`src/rtl/csa_acc.sv`:
```
// Carry-save accumulator: operand pairs are folded into redundant sum/carry registers
// via a 4:2 compressor; a single carry-propagate add resolves the result after the last beat.
module csa_acc #(
    parameter int W_IN   = 16,
    parameter int W_ACC  = 40,
    parameter int SIGNED = 0,
    parameter int CNT_W  = 8
) (
    input  logic             clk,
    input  logic             rst_n,
    input  logic             clr,
    input  logic             in_valid,
    output logic             in_ready,
    input  logic [W_IN-1:0]  in_op0,
    input  logic [W_IN-1:0]  in_op1,
    input  logic             in_last,
    output logic             out_valid,
    input  logic             out_ready,
    output logic [W_ACC-1:0] out_data,
    output logic [CNT_W-1:0] out_cnt
);

    typedef enum logic [1:0] {IDLE, ACC, RES, OUT} state_t;

    // Bits above the operand width, set when sign-extending a negative operand.
    localparam logic [W_ACC-1:0] HI_MASK = ~W_ACC'({W_IN{1'b1}});

    state_t           state;
    state_t           state_nxt;
    logic [W_ACC-1:0] s_q;
    logic [W_ACC-1:0] c_q;
    logic [CNT_W-1:0] cnt_q;
    logic [W_ACC-1:0] x0;
    logic [W_ACC-1:0] x1;
    logic [W_ACC-1:0] s1;
    logic [W_ACC-1:0] c1;
    logic [W_ACC-1:0] s_nxt;
    logic [W_ACC-1:0] c_nxt;
    logic [CNT_W-1:0] cnt_inc;
    logic             accept;

    assign accept = in_valid & in_ready;

    always_comb begin
        x0 = W_ACC'(in_op0) | ((SIGNED != 0 && in_op0[W_IN-1]) ? HI_MASK : '0);
        x1 = W_ACC'(in_op1) | ((SIGNED != 0 && in_op1[W_IN-1]) ? HI_MASK : '0);
        s1    = s_q ^ c_q ^ x0;
        c1    = ((s_q & c_q) | (s_q & x0) | (c_q & x0)) << 1;
        s_nxt = s1 ^ c1 ^ x1;
        c_nxt = ((s1 & c1) | (s1 & x1) | (c1 & x1)) << 1;
        cnt_inc = (cnt_q == {CNT_W{1'b1}}) ? cnt_q : cnt_q + CNT_W'(1);
    end

    always_ff @(posedge clk or negedge rst_n) begin
        if (!rst_n) begin
            state <= IDLE;
        end else begin
            state <= state_nxt;
        end
    end

    always_comb begin
        state_nxt = state;
        if (clr) begin
            state_nxt = IDLE;
        end else begin
            case (state)
                IDLE, ACC: if (accept) state_nxt = in_last ? RES : ACC;
                RES:       state_nxt = OUT;
                OUT:       if (out_ready) state_nxt = IDLE;
                default:   state_nxt = IDLE;
            endcase
        end
    end

    always_comb begin
        in_ready  = 1'b0;
        out_valid = 1'b0;
        case (state)
            IDLE, ACC: in_ready  = 1'b1;
            OUT:       out_valid = 1'b1;
            default:   ;
        endcase
    end

    // Redundant accumulator; cleared by abort or by the result handshake.
    always_ff @(posedge clk or negedge rst_n) begin
        if (!rst_n) begin
            s_q   <= '0;
            c_q   <= '0;
            cnt_q <= '0;
        end else if (clr || (state == OUT && out_ready)) begin
            s_q   <= '0;
            c_q   <= '0;
            cnt_q <= '0;
        end else if (accept) begin
            s_q   <= s_nxt;
            c_q   <= c_nxt;
            cnt_q <= cnt_inc;
        end
    end

    // Result registers survive an abort; only reset or a new resolve changes them.
    always_ff @(posedge clk or negedge rst_n) begin
        if (!rst_n) begin
            out_data <= '0;
            out_cnt  <= '0;
        end else if (state == RES && !clr) begin
            out_data <= s_q + c_q;
            out_cnt  <= cnt_q;
        end
    end

endmodule

```
`config.mk`:
```
export PLATFORM = sky130hd
export DESIGN_NAME = csa_acc
export DESIGN_NICKNAME = d
export VERILOG_FILES = /design/src/rtl/csa_acc.sv
export SDC_FILE = /design/constraint.sdc
export NUM_CORES = 1
export LEC_CHECK = 0
export BUFFER_PORTS_ARGS = -buffer_cell sky130_fd_sc_hd__buf_2
export CAP_MARGIN = 25
export CORE_MARGIN = 2
export CORE_UTILIZATION = 40
export CTS_CLUSTER_DIAMETER = 200
export DETAILED_ROUTE_END_ITERATION = 16
export SYNTH_ARGS = -nofsm -noshare
export SYNTH_HDL_FRONTEND = slang
export SYNTH_SLANG_ARGS = --single-unit
```
`constraint.sdc`:
```
create_clock -name clk -period 5.82 [get_ports clk]
set_input_delay 0 -clock clk [delete_from_list [all_inputs] [get_ports clk]]
set_output_delay 0 -clock clk [all_outputs]
set_load 0.01 [all_outputs]
```
==> flow_summary_export.csv <==
group,metric,value,unit
floorplan,starting_density_of_the_core,40.33,%
timing,max_freq,351.4,MHz
yosys,ys_types,55,
place,placed_area,0.009742,mm2
final_layout,fin_area,0.01042,mm2
final_layout,layout.cells.non_filler,1385,
cts,clkSlewWorstSetupHoldPaths,0.07,ns
yosys,synth_edf_count,0,
timing,layout_worst_path_cycle_share,48.89,%
pwr,leakagePower,4.708,nW
worst_setup_path,end_kind,"flop",
place,place_congestion,0.8615,
worst_setup_path,critical_path_arrival,3.18,ns
worst_setup_path,timing.setup.critical_path_class,"reg2reg",
timing,tightest_slew,0.8461,ns
yosys,synthDominantCellAreaShare,37.89,%
cts,clock-root-buffer,"sky130_fd_sc_hd__clkbuf_16",
final_layout,nNetsFinal,1243,
cts,cts.path.max_buffers,2,
drt,detail_route.drc_violations,0,
pwr,power.density_cell_area,278.6,mW/mm2
timing,final.hold.worst_slack,0.009634,ns
drt,drtIter0Drc,606,
timing,hold_violations,0,
drt,route.final.wire_length,22.69,mm
yosys,synth-main-ff-cell,"sky130_fd_sc_hd__dfrtp_1",
drt,firstDrtPassIters,5,
timing,final-setup-viol-count,0,
worst_setup_path,regToRegSetupSlack,2.97,ns
yosys,synthTopCellsByArea,"sky130_fd_sc_hd__dfrtp_1 38%, sky130_fd_sc_hd__fa_1 12%, sky130_fd_sc_hd__nand2_1 9.4%, sky130_fd_sc_hd__ha_1 8.8%, sky130_fd_sc_hd__a21oi_1 5.3%",
worst_setup_path,rr_worst_depth,9,
place,placedCellCount,1346,
global_route,global_route_wire_length_before_repair,37.62,mm
yosys,synthesis.nets,1173,
yosys,synthesis.instances,1018,
final_layout,final_core_util,46.43,%
floorplan,design.portCount,88,
floorplan,fp.coreArea,0.02243,mm2
cts,tritoncts,"yes",
hold_path,worst_hold_path_cells,4,
yosys,yosys.cell_count.top_type,"sky130_fd_sc_hd__nand2_1",
cts,post_cts_resize_count,0,
floorplan,die_h,154.4,um
drt,wl_per_cell,16.38,um
final_layout,insertedDiodeCount,0,
pwr,totalPowerFinal,2.902,mW
place,dp_hpwl,15.99,mm
global_route,grt_use_total,19.84,%
yosys,synth_seq_area_share,37.89,%
cts,numClockSinks,137,
global_route,via_count_of_the_first_global_routing_pass,7137,
drt,antenna_violating_nets_post_route,0,
timing,fin_worst_skew,0.01652,ns
worst_setup_path,critPathMaxFanout,5,
place,placement.io_buffers,87,
floorplan,die_w,154.4,um
timing,post-route-worst-setup-slack,2.975,ns
pwr,max-vdd-ir-drop,188.1,uV
drt,via_count,7239,
timing,timing.slew.headroom,43.59,%
cts,worstSkewPairLatency,0.43,ns
yosys,syn_area,0.009049,mm2
floorplan,die-area,0.02384,mm2
cts,htree_levels,4,
yosys,avg_synthesized_cell_area,8.889,um2
cts,tritoncts.num_buffers,17,
worst_setup_path,worstSetupStartpointType,"flop",
final_layout,drive_gt1_share,12.55,%
timing,timing.setup.tns,0,ns
yosys,netlist_top_cells_count,"226 x sky130_fd_sc_hd__nand2_1, 137 x sky130_fd_sc_hd__dfrtp_1, 96 x sky130_fd_sc_hd__a21oi_1, 78 x sky130_fd_sc_hd__inv_1, 67 x sky130_fd_sc_hd__nor2_1",
yosys,postSynthRegisterBits,137,
global_route,grt_start_max_net_pins,100,
worst_setup_path,cp_data_required_time,6.16,ns
global_route,antenna_found_initial,0,
yosys,yosysWarnings,0,
drt,via_per_inst,5.227,
hold_path,holdCritPathClass,"in2reg",
place,place_worst_setup_slack,3.144,ns
job,cap_viol_max_count,0,
global_route,gr-total-overflow,0,
timing,maxSlewViolCount,0,
yosys,synth-async-reset-ratio,100.0,%
timing,fin_crit,2.845,ns
timing,setup_repair_after_global_routing_missed_its_margin,"no",
final_layout,syn2layout_area_growth,15.11,%
run_status,run_status,"completed",
floorplan,placementRows,55,
yosys,synth_area_leader_cell,"sky130_fd_sc_hd__dfrtp_1",
==> worst paths after layout <==
| path | start | to |
|---|---|---|
| max in group asynchronous | rst_n | s_q[36] |
| worst max-delay path | s_q[1] | out_data[37] |
| worst min register to register | out_cnt[7] | out_cnt[7] |
| worst min-delay path | in_op1[5] | c_q[6] |
| worst max register to register | s_q[1] | out_data[37] |
| min in group asynchronous | rst_n | s_q[27] |
==> cells in the final DEF (no fill, tap or decap), drive strengths merged, types with 12 or more instances in the layout <==
cell type and count:
a211oi 28, a21oi 97, buf 94, clkbuf 18, dfrtp 137, fa 53, ha 64, inv 82
nand2 226, nand4 20, nor2 67, o21ai 60, xnor2 12, xor2 24
==> per-layer routing <==
layer	share of wire, %	global-route usage, %
met5	0	0
met4	1.2	5.732
met3	4.6	3.530
met2	46	30.38
met1	48	28.94
==> critical path: stages, from the launching register on <==
cell                       delay, ns
sky130_fd_sc_hd__dfrtp_1        0.39
sky130_fd_sc_hd__ha_1           0.22
sky130_fd_sc_hd__fa_1           0.23
sky130_fd_sc_hd__a21oi_1        0.13
sky130_fd_sc_hd__o211ai_2       0.30
sky130_fd_sc_hd__a21oi_1        0.16
sky130_fd_sc_hd__nor3_1         0.70
sky130_fd_sc_hd__o21ai_0        0.24
sky130_fd_sc_hd__and3b_1        0.21
sky130_fd_sc_hd__o31ai_1        0.17
==> cell type report <==
class                      instances  area [um2]
fill                            2194       12020
multi-input combinational        752        5161
sequential                       137        3428
timing repair buffer             101       589.3
clock buffer                      18       439.2
tap                              285       356.6
inverter                          79       296.5
clock inverter                    13       145.1
==> registers in the layout (all words and copies together), names as in the netlist <==
register,flops
out_data,40
s_q,40
c_q,39
cnt_q,8
out_cnt,8
state,2
==> where the power goes <==
| group | internal, mW | switching, mW | total (mW) | leakage [nW] |
|---|---|---|---|---|
| clock | 0.644 | 0.452 | 1.10 | 0.279 |
| sequential | 1.07 | 0.0961 | 1.17 | 1.84 |
| combinational | 0.250 | 0.387 | 0.637 | 2.59 |
==> cells by family (layout without fill, tap and decap cells) <==
| group | Yosys count | in the layout | synth area share (%) |
|---|---|---|---|
| and+or+nand+nor | 363 | 363 | 16.97 |
| DFF | 137 | 137 | 37.89 |
| AOI/OAI and AO/OA | 231 | 231 | 15.17 |
| xor gates and xnor gates | 36 | 36 | 3.484 |
| buffers and inverters | 129 | 211 | 5.351 |
| adders and majority gates | 117 | 117 | 20.58 |
| muxes | 5 | 5 | 0.5669 |
==> what timing repair did <==
item	CTS	global route
hold buffers	7	0
hold endpoints to repair	79	0
setup endpoints to repair	0	0
buffers inserted	0	0
(Power assumes the default switching activity.)
